--- src/rtl/bft_stream_packetizer.sv ---
// bft_stream_packetizer
// Host-side transmitter toward a BFT leaf. Wraps each 32-bit stream word in a
// 49-bit BFT packet addressed to one port of a destination leaf, and tracks
// free space in the receiver's BRAM ring as credits so the ring never overruns.
// Freespace-update packets returning from the leaf add credits.
//
// Ports:
//   clk, reset                 clock, asynchronous active-high reset
//   ap_start                   start a transfer (level, sampled in IDLE)
//   cfg_dst_leaf/port/num_words transfer configuration, latched at start
//   s_tdata/s_tvalid/s_tready  input AXI-stream
//   din_leaf_bft2interface     packets from the BFT (credit returns)
//   dout_leaf_interface2bft    packets to the BFT, one per cycle, 0 when idle
//   credit                     current credit count
//   ap_done                    one-cycle done pulse
module bft_stream_packetizer #(
  parameter int unsigned PACKET_BITS        = 49,
  parameter int unsigned PAYLOAD_BITS       = 32,
  parameter int unsigned NUM_LEAF_BITS      = 5,
  parameter int unsigned NUM_PORT_BITS      = 4,
  parameter int unsigned NUM_BRAM_ADDR_BITS = 7,
  parameter int unsigned CREDIT_PORT        = 0,
  parameter int unsigned CNT_BITS           = 16
) (
  input  logic                          clk,
  input  logic                          reset,
  input  logic                          ap_start,
  input  logic [NUM_LEAF_BITS-1:0]      cfg_dst_leaf,
  input  logic [NUM_PORT_BITS-1:0]      cfg_dst_port,
  input  logic [CNT_BITS-1:0]           cfg_num_words,
  input  logic [PAYLOAD_BITS-1:0]       s_tdata,
  input  logic                          s_tvalid,
  output logic                          s_tready,
  input  logic [PACKET_BITS-1:0]        din_leaf_bft2interface,
  output logic [PACKET_BITS-1:0]        dout_leaf_interface2bft,
  output logic [NUM_BRAM_ADDR_BITS:0]   credit,
  output logic                          ap_done
);

  localparam int unsigned CreditBits = NUM_BRAM_ADDR_BITS + 1;
  localparam int unsigned SumBits    = CreditBits + 1;
  localparam int unsigned MaxCredit  = 1 << NUM_BRAM_ADDR_BITS;
  localparam int unsigned AmtBits    = 8;
  localparam int unsigned LeafHi     = PACKET_BITS - 2;
  localparam int unsigned PortHi     = LeafHi - NUM_LEAF_BITS;
  localparam int unsigned AddrHi     = PortHi - NUM_PORT_BITS;

  localparam logic [1:0] StIdle = 2'd0;
  localparam logic [1:0] StRun  = 2'd1;
  localparam logic [1:0] StDone = 2'd2;

  logic [1:0]                    r_state;
  logic [NUM_LEAF_BITS-1:0]      r_leaf;
  logic [NUM_PORT_BITS-1:0]      r_port;
  logic [CNT_BITS-1:0]           r_remaining;
  logic [NUM_BRAM_ADDR_BITS-1:0] r_wr_addr;
  logic [CreditBits-1:0]         r_credit;
  logic [PACKET_BITS-1:0]        r_dout;
  logic                          r_ap_done;

  logic                          w_handshake;
  logic [NUM_LEAF_BITS-1:0]      w_match_leaf;
  logic                          w_credit_upd;
  logic [AmtBits-1:0]            w_amount;
  logic [SumBits-1:0]            w_credit_sum;
  logic [CreditBits-1:0]         w_credit_nxt;
  logic                          w_unused_din;

  assign s_tready    = (r_state == StRun) && (r_credit != '0) && (r_remaining != '0);
  assign w_handshake = s_tvalid && s_tready;

  // In IDLE nothing is latched yet, so credit returns are matched against the
  // live configuration instead.
  assign w_match_leaf = (r_state == StIdle) ? cfg_dst_leaf : r_leaf;
  assign w_credit_upd = din_leaf_bft2interface[PACKET_BITS-1] &&
                        (din_leaf_bft2interface[LeafHi -: NUM_LEAF_BITS] == w_match_leaf) &&
                        (din_leaf_bft2interface[PortHi -: NUM_PORT_BITS] ==
                         NUM_PORT_BITS'(CREDIT_PORT));
  assign w_amount     = w_credit_upd ? din_leaf_bft2interface[AmtBits-1:0] : '0;

  // One bit wider than the credit so credit+amount cannot wrap before the
  // clamp; consume only happens with credit!=0, so no underflow either.
  always_comb begin
    w_credit_sum = SumBits'(r_credit) + SumBits'(w_amount) - SumBits'(w_handshake);
    w_credit_nxt = w_credit_sum[CreditBits-1:0];
    if (w_credit_sum > SumBits'(MaxCredit)) begin
      w_credit_nxt = CreditBits'(MaxCredit);
    end
  end

  assign w_unused_din = ^din_leaf_bft2interface[AddrHi:AmtBits];

  always_ff @(posedge clk or posedge reset) begin
    if (reset) begin
      r_state     <= StIdle;
      r_leaf      <= '0;
      r_port      <= '0;
      r_remaining <= '0;
      r_wr_addr   <= '0;
      r_credit    <= CreditBits'(MaxCredit);
      r_dout      <= '0;
      r_ap_done   <= 1'b0;
    end else begin
      r_credit  <= w_credit_nxt;
      r_ap_done <= (r_state == StDone);
      r_dout    <= '0;
      if (w_handshake) begin
        r_dout      <= {1'b1, r_leaf, r_port, r_wr_addr, s_tdata};
        r_wr_addr   <= r_wr_addr + 1'b1;
        r_remaining <= r_remaining - 1'b1;
      end
      case (r_state)
        StIdle: begin
          if (ap_start) begin
            if (cfg_num_words != '0) begin
              r_leaf      <= cfg_dst_leaf;
              r_port      <= cfg_dst_port;
              r_remaining <= cfg_num_words;
              r_state     <= StRun;
            end else begin
              r_state <= StDone;
            end
          end
        end
        StRun: begin
          if (w_handshake && (r_remaining == CNT_BITS'(1))) begin
            r_state <= StDone;
          end
        end
        StDone: begin
          r_state <= StIdle;
        end
        default: begin
          r_state <= StIdle;
        end
      endcase
    end
  end

  assign dout_leaf_interface2bft = r_dout;
  assign credit                  = r_credit;
  assign ap_done                 = r_ap_done;

endmodule

--- config.mk ---
export PLATFORM = sky130hd
export DESIGN_NAME = bft_stream_packetizer
export DESIGN_NICKNAME = d
export VERILOG_FILES = /design/src/rtl/bft_stream_packetizer.sv
export SDC_FILE = /design/constraint.sdc
export NUM_CORES = 1
export LEC_CHECK = 0
export CORE_UTILIZATION = 44
export DETAILED_ROUTE_END_ITERATION = 10
export GPL_TIMING_DRIVEN = 1
export PLACE_DENSITY = 0.9
export SLEW_MARGIN = 15
export SYNTH_ARGS = -nofsm -noshare
export SYNTH_HDL_FRONTEND = slang
export SYNTH_SLANG_ARGS = --single-unit
--- constraint.sdc ---
create_clock -name clk -period 5.2 [get_ports clk]
set_input_delay 1.04 -clock clk [delete_from_list [all_inputs] [get_ports clk]]
set_output_delay 1.04 -clock clk [all_outputs]
set_load 0.05 [all_outputs]
Word level (Yosys, flattened, before mapping)
Cells that the tools add are included.

Register bits after elaboration: 92. Input bits: 110. Output and inout port bits: 59. Word-level logic and storage cells: 44.

Add/subtract/negate cells: 4. Magnitude comparators: 1. Equality and inequality tests: 6. Muxes and demuxes: 12. Reduce and logical (&&, ||, !) cells: 13.

Operators by type and width (number): $mux W16 (4); $mux W49 (1); $reduce_bool A16 Y1 (2); $eq A16 B1 Y1 const B (1); $mux W8 (2); $sub A16 B1 Y16 const B (1); $add A8 B8 Y9 (1); $gt A9 B8 Y1 const B (1); $sub A9 B1 Y9 (1); $reduce_bool A8 Y1 (1); $add A7 B1 Y7 const B (1); $logic_and A1 B1 Y1 (6); $mux W2 (3); $eq A5 B5 Y1 (1); $mux W5 (1); $logic_not A4 Y1 (1); $pmux W2 S2 (1); $reduce_and A3 Y1 (1); $eq A2 B1 Y1 const B (1); $eq A2 B2 Y1 const B (1); $logic_not A2 Y1 (1); $ne A2 B1 Y1 const B (1); $ne A2 B2 Y1 const B (1); $reduce_and A2 Y1 (1).

Depth between registers and ports, before layout
Gate-level depths: netlist of run 1.

Depth in word-level cells: 10. Gate-level depth with buffers: 17. Depth with buffers taken out: 17.

Worst setup path after synthesis of run 1
Ideal clock, no wire load.

Path kind: input to register. Start: input port cfg_dst_leaf[3]. End: register r_credit[2], in the netlist credit[2]. Setup time: 142 ps. Arrival: 4264 ps. Required time: 5058 ps. Path slack: 794 ps. Cell stages on the path: 16. Buffers on the path: 0. Cells stage by stage: mux2i_1 -> xor2_1 -> nand3_1 -> nor4_1 -> nand2_1 -> ha_1 -> inv_1 -> ha_1 -> inv_1 -> fa_1 -> nand2b_1 -> a211oi_1 -> o311ai_0 -> nand2_1 -> xor2_1 -> nor3_1.

Word-level cells in the longest chain between the ends: 9.

Ends and longest elaborated chain: start, declared (line 28) `input logic [NUM_LEAF_BITS-1:0] cfg_dst_leaf,`; $mux W5 (*) (line 74) `assign w_match_leaf = (r_state == StIdle) ? cfg_dst_leaf : r_leaf;`; $eq A5 B5 Y1 (*) (line 76) `(din_leaf_bft2interface[LeafHi -: NUM_LEAF_BITS] == w_match_leaf) &&`; $logic_and A1 B1 Y1 (*) (line 75) `assign w_credit_upd = din_leaf_bft2interface[PACKET_BITS-1] &&`; $logic_and A1 B1 Y1 (*) (line 76); $mux W8 (*) (line 79) `assign w_amount = w_credit_upd ? din_leaf_bft2interface[AmtBits-1:0] : '0;`; $add A8 B8 Y9 (*) (line 84) `w_credit_sum = SumBits'(r_credit) + SumBits'(w_amount) - SumBits'(w_handshake);`; $sub A9 B1 Y9 (*) (line 84); $gt A9 B8 Y1 (line 86) `if (w_credit_sum > SumBits'(MaxCredit)) begin`; $mux W8 (*) (line 86); net w_credit_nxt[2] (line 66) `logic [CreditBits-1:0] w_credit_nxt;`; end signal, assigned (line 100) `r_credit <= CreditBits'(MaxCredit);`; end signal, assigned (line 104) `r_credit <= w_credit_nxt;`; end, declared (line 57) `logic [CreditBits-1:0] r_credit;`.

The timed path passes the listed nets; every way through them passes the cells marked *. A chain may end at the register's enable or synchronous reset.

Worst setup path in the final report of run 1
Ends and elaborated chain as after synthesis.

==> flow_summary_export.csv, run 1 <==
group,metric,value,unit
floorplan,std_cell_rows,35,
clock_tree,cts-resized-gates,0,
floorplan,pin_count,169,
flow_run,drv_cap,0,
yosys,yosysMostFrequentCell,"dfrtp_1",
sta,setup_viol,0,
clock_tree,ctsHoldBuffers,0,
sta,fmax,220,MHz
floorplan,core_area,0.00928,mm^2
yosys,synth-seq-cells,92,
run_status,status,"finished, final reports clean",
yosys,synth_common_cells,"dfrtp_1, and2_1, nor2_1, inv_1, a21oi_1",
final_layout,drive_gt1_share,7.32,%
global_route,antenna_found_initial,0,
clock_tree,clk_latency,0.36,ns
sta,holdWs,0.469,ns
power,power_frac_clock,14.5,%
global_route,grt_usage,19.8,%
setup_path,crit_required,5.42,ns
power,switchingPower,1.46,mW
routing,wire_per_inst,14.3,um
sta,hold_violations,0,
power,pwr_density_cell,553,mW/mm^2
yosys,mappedNetlistArea,0.00423,mm^2
clock_tree,post-cts-setup-buffers,0,
final_layout,area_delta_synth_final,41.2,%
placed_design,gp_congestion,0.915,
setup_path,critPathLaunchType,"input pin",
setup_path,worstPathCellList,"clkdlybuf4s50_1, mux2i_1, xor2_1, nand3_1, nor4_1, nand2_1, ha_1, inv_1, ha_1, inv_1, fa_1, nand2b_1, a211oi_1, o311ai_0, nand2_1, xor2_1, nor3_1",
final_layout,instances_no_fill,662,
power,p_leak,2.60,nW
sta,finalCritPeriodShare,87.5,%
global_route,grt_max_degree,60,
clock_tree,clk_pin_slew,0.10,ns
setup_path,critPathBufInv,3,
yosys,synthCells,386,
routing,route.antenna.remaining_nets,0,
yosys,synth_cell_types,44,
final_layout,layout.nets,658,
setup_path,cp.arrival,4.77,ns
clock_tree,cts_buffer_depth,2,
power,internal_power,1.84,mW
setup_path,critPathCaptureType,"flip-flop",
routing,routed_wl,9460,um
power,switching_share,44.4,%
clock_tree,cts_max_level,3,
final_layout,antenna_cells,0,
routing,drtPass1Iterations,4,
clock_tree,clock_sinks,92,
clock_tree,tritoncts,"done",
sta,rsz0062_at_grt,"false",
routing,vias_per_cell,4.93,
global_route,grt_overflow_total,0,
setup_path,path_delay_family,"simple AND/OR/NAND/NOR gates",
clock_tree,cts_root_buffer,"clkbuf_8",
sta,maxSlewViolCount,0,
yosys,synth_nets,516,
yosys,synthTopCellsByArea,"dfrtp_1, and2_1, ha_1",
power,combPwrFrac,51.4,%
floorplan,die_y,100,um
yosys,synth-seq-area-share,54.5,%
routing,drc,0,
yosys,synth-async-reset-ratio,100,%
placed_design,place_hpwl,6950,um
sta,fin_tns_setup,0,ns
clock_tree,cts_made_buffers,9,
floorplan,die_x,100,um
yosys,synth-edff-count,0,
floorplan,start_util,45.5,%
placed_design,io_buffers,137,
sta,min_period,4.55,ns
yosys,yosys_warnings,0,
power,seq_power_share,34.1,%
yosys,avgSynthCellArea,11.0,um^2
hold_path,hp-class,"reg2reg",
placed_design,dp.cells,646,
power,peakVddDrop,0.000408,V
sta,slew_headroom,50.4,%
setup_path,crit_fanout,8,
setup_path,max_stage_delay,0.44,ns
yosys,yosys.area.top_type_share,53.9,%
yosys,yosys.area.top_type,"dfrtp_1",
global_route,grt_pass1_vias,3293,
global_route,grt_pass1_wl,15400,um
sta,tightest_slew,0.744,ns
routing,first_iter_violations,128,
floorplan,fp.dieArea,0.0100,mm^2
yosys,yosys_most_used_dff,"dfrtp_1",
routing,num_vias,3261,
setup_path,cp_slowest_cell,"xor2_1",
sta,skew,0.0108,ns
setup_path,crit_type,"in2reg",
## power by group through the flow
stage	combinational, mW	sequential [mW]	clock [mW]
2_1_floorplan	0.825	1.49	0
3_5_place_dp	1.70	1.14	0
5_1_grt	1.85	1.15	0.520
3_3_place_gp	1.64	1.12	0
4_1_cts	1.71	1.12	0.490
6_report	1.70	1.12	0.478
## final timing paths
kind,to,slack [ns],depth (start not counted),start
worst max-delay path,credit[2]$_DFF_PP0_,0.65,17,cfg_dst_leaf[3]
worst min-delay path,r_wr_addr[6]$_DFFE_PP0P_,0.47,1,r_wr_addr[6]$_DFFE_PP0P_
worst max register to register,credit[2]$_DFF_PP0_,0.95,18,r_state[0]$_DFFE_PP0P_
worst min register to register,r_wr_addr[6]$_DFFE_PP0P_,0.47,1,r_wr_addr[6]$_DFFE_PP0P_
max in group asynchronous,dout_leaf_interface2bft[36]$_DFF_PP0_,3.00,3,reset
min in group asynchronous,dout_leaf_interface2bft[12]$_DFF_PP0_,1.11,2,reset
## layout by cell type, fill, tap and decap left out, types with 5 or more instances in the layout
| master | n |
|---|---|
| nand2_1 | 20 |
| mux2_2 | 11 |
| nor3_1 | 10 |
| mux2i_1 | 5 |
| clkdlybuf4s50_1 | 137 |
| and2_1 | 48 |
| nor2_1 | 30 |
| xor2_1 | 13 |
| inv_1 | 27 |
| ha_1 | 19 |
| nand3_1 | 6 |
| a21oi_1 | 21 |
| xnor2_1 | 19 |
| clkbuf_8 | 9 |
| buf_4 | 5 |
| nor4_1 | 8 |
| dfrtp_1 | 91 |
## cell type report
type,instances,area [um^2]
fillers,742,3320
flip-flops and latches,92,2300
multi-input cells,255,1780
repair buffers,142,1410
well taps,129,161
clock buffers,9,124
inverters,28,106
clock inverters,7,81.3
## cell families (layout without fill, tap and decap cells)
logic type,after synthesis,after routing,share of synthesized area [%]
AOI/OAI and AO/OA,41,41,6.22
xor gates and xnor gates,32,32,6.63
adders and majority gates,20,20,6.10
buffers and inverters,39,186,3.55
DFF,92,92,54.5
muxes,16,16,4.11
and+or+nand+nor,146,146,18.9
## flip-flops by register name, indices dropped and copies added (netlist names)
signal and cells:
r_wr_addr 7, r_leaf 5, credit 8, r_port 4
r_remaining 16, ap_done 1, dout_leaf_interface2bft 49, r_state 2
## metal layers
layer / vias to the layer above / wire length, um / track usage (%)
met1: 1548 / 4200 / 24.9
met3: 13 / 631 / 4.18
met5: - / 0 / 0
met2: 135 / 4500 / 34.2
met4: 0 / 122 / 6.69
li1: 1565 / - / -
## per-stage QoR
step | setup WS [ns] | power [mW] | instance area (um^2) | utilization, %
3_3_place_gp | 0.429 | 2.76 | 5760 | 62.1
6_report | 0.649 | 3.30 | 5970 | 64.3
4_1_cts | 0.618 | 3.32 | 5970 | 64.3
3_5_place_dp | 0.235 | 2.84 | 5760 | 62.1
5_1_grt | 0.273 | 3.52 | 5970 | 64.3
2_1_floorplan | 0.794 | 2.32 | 4230 | -
Power figures use the tool's default switching activity.
==> inputs of run 2 (changes only) <==
--- a/config.mk
+++ b/config.mk
@@ -9,7 +9,7 @@
 export DETAILED_ROUTE_END_ITERATION = 10
 export GPL_TIMING_DRIVEN = 1
 export PLACE_DENSITY = 0.9
-export SLEW_MARGIN = 15
+export SLEW_MARGIN = 10
 export SYNTH_ARGS = -nofsm -noshare
 export SYNTH_HDL_FRONTEND = slang
 export SYNTH_SLANG_ARGS = --single-unit
==> results of run 2 <==
Final layout, timing and power as in run 1 (identical DEF).
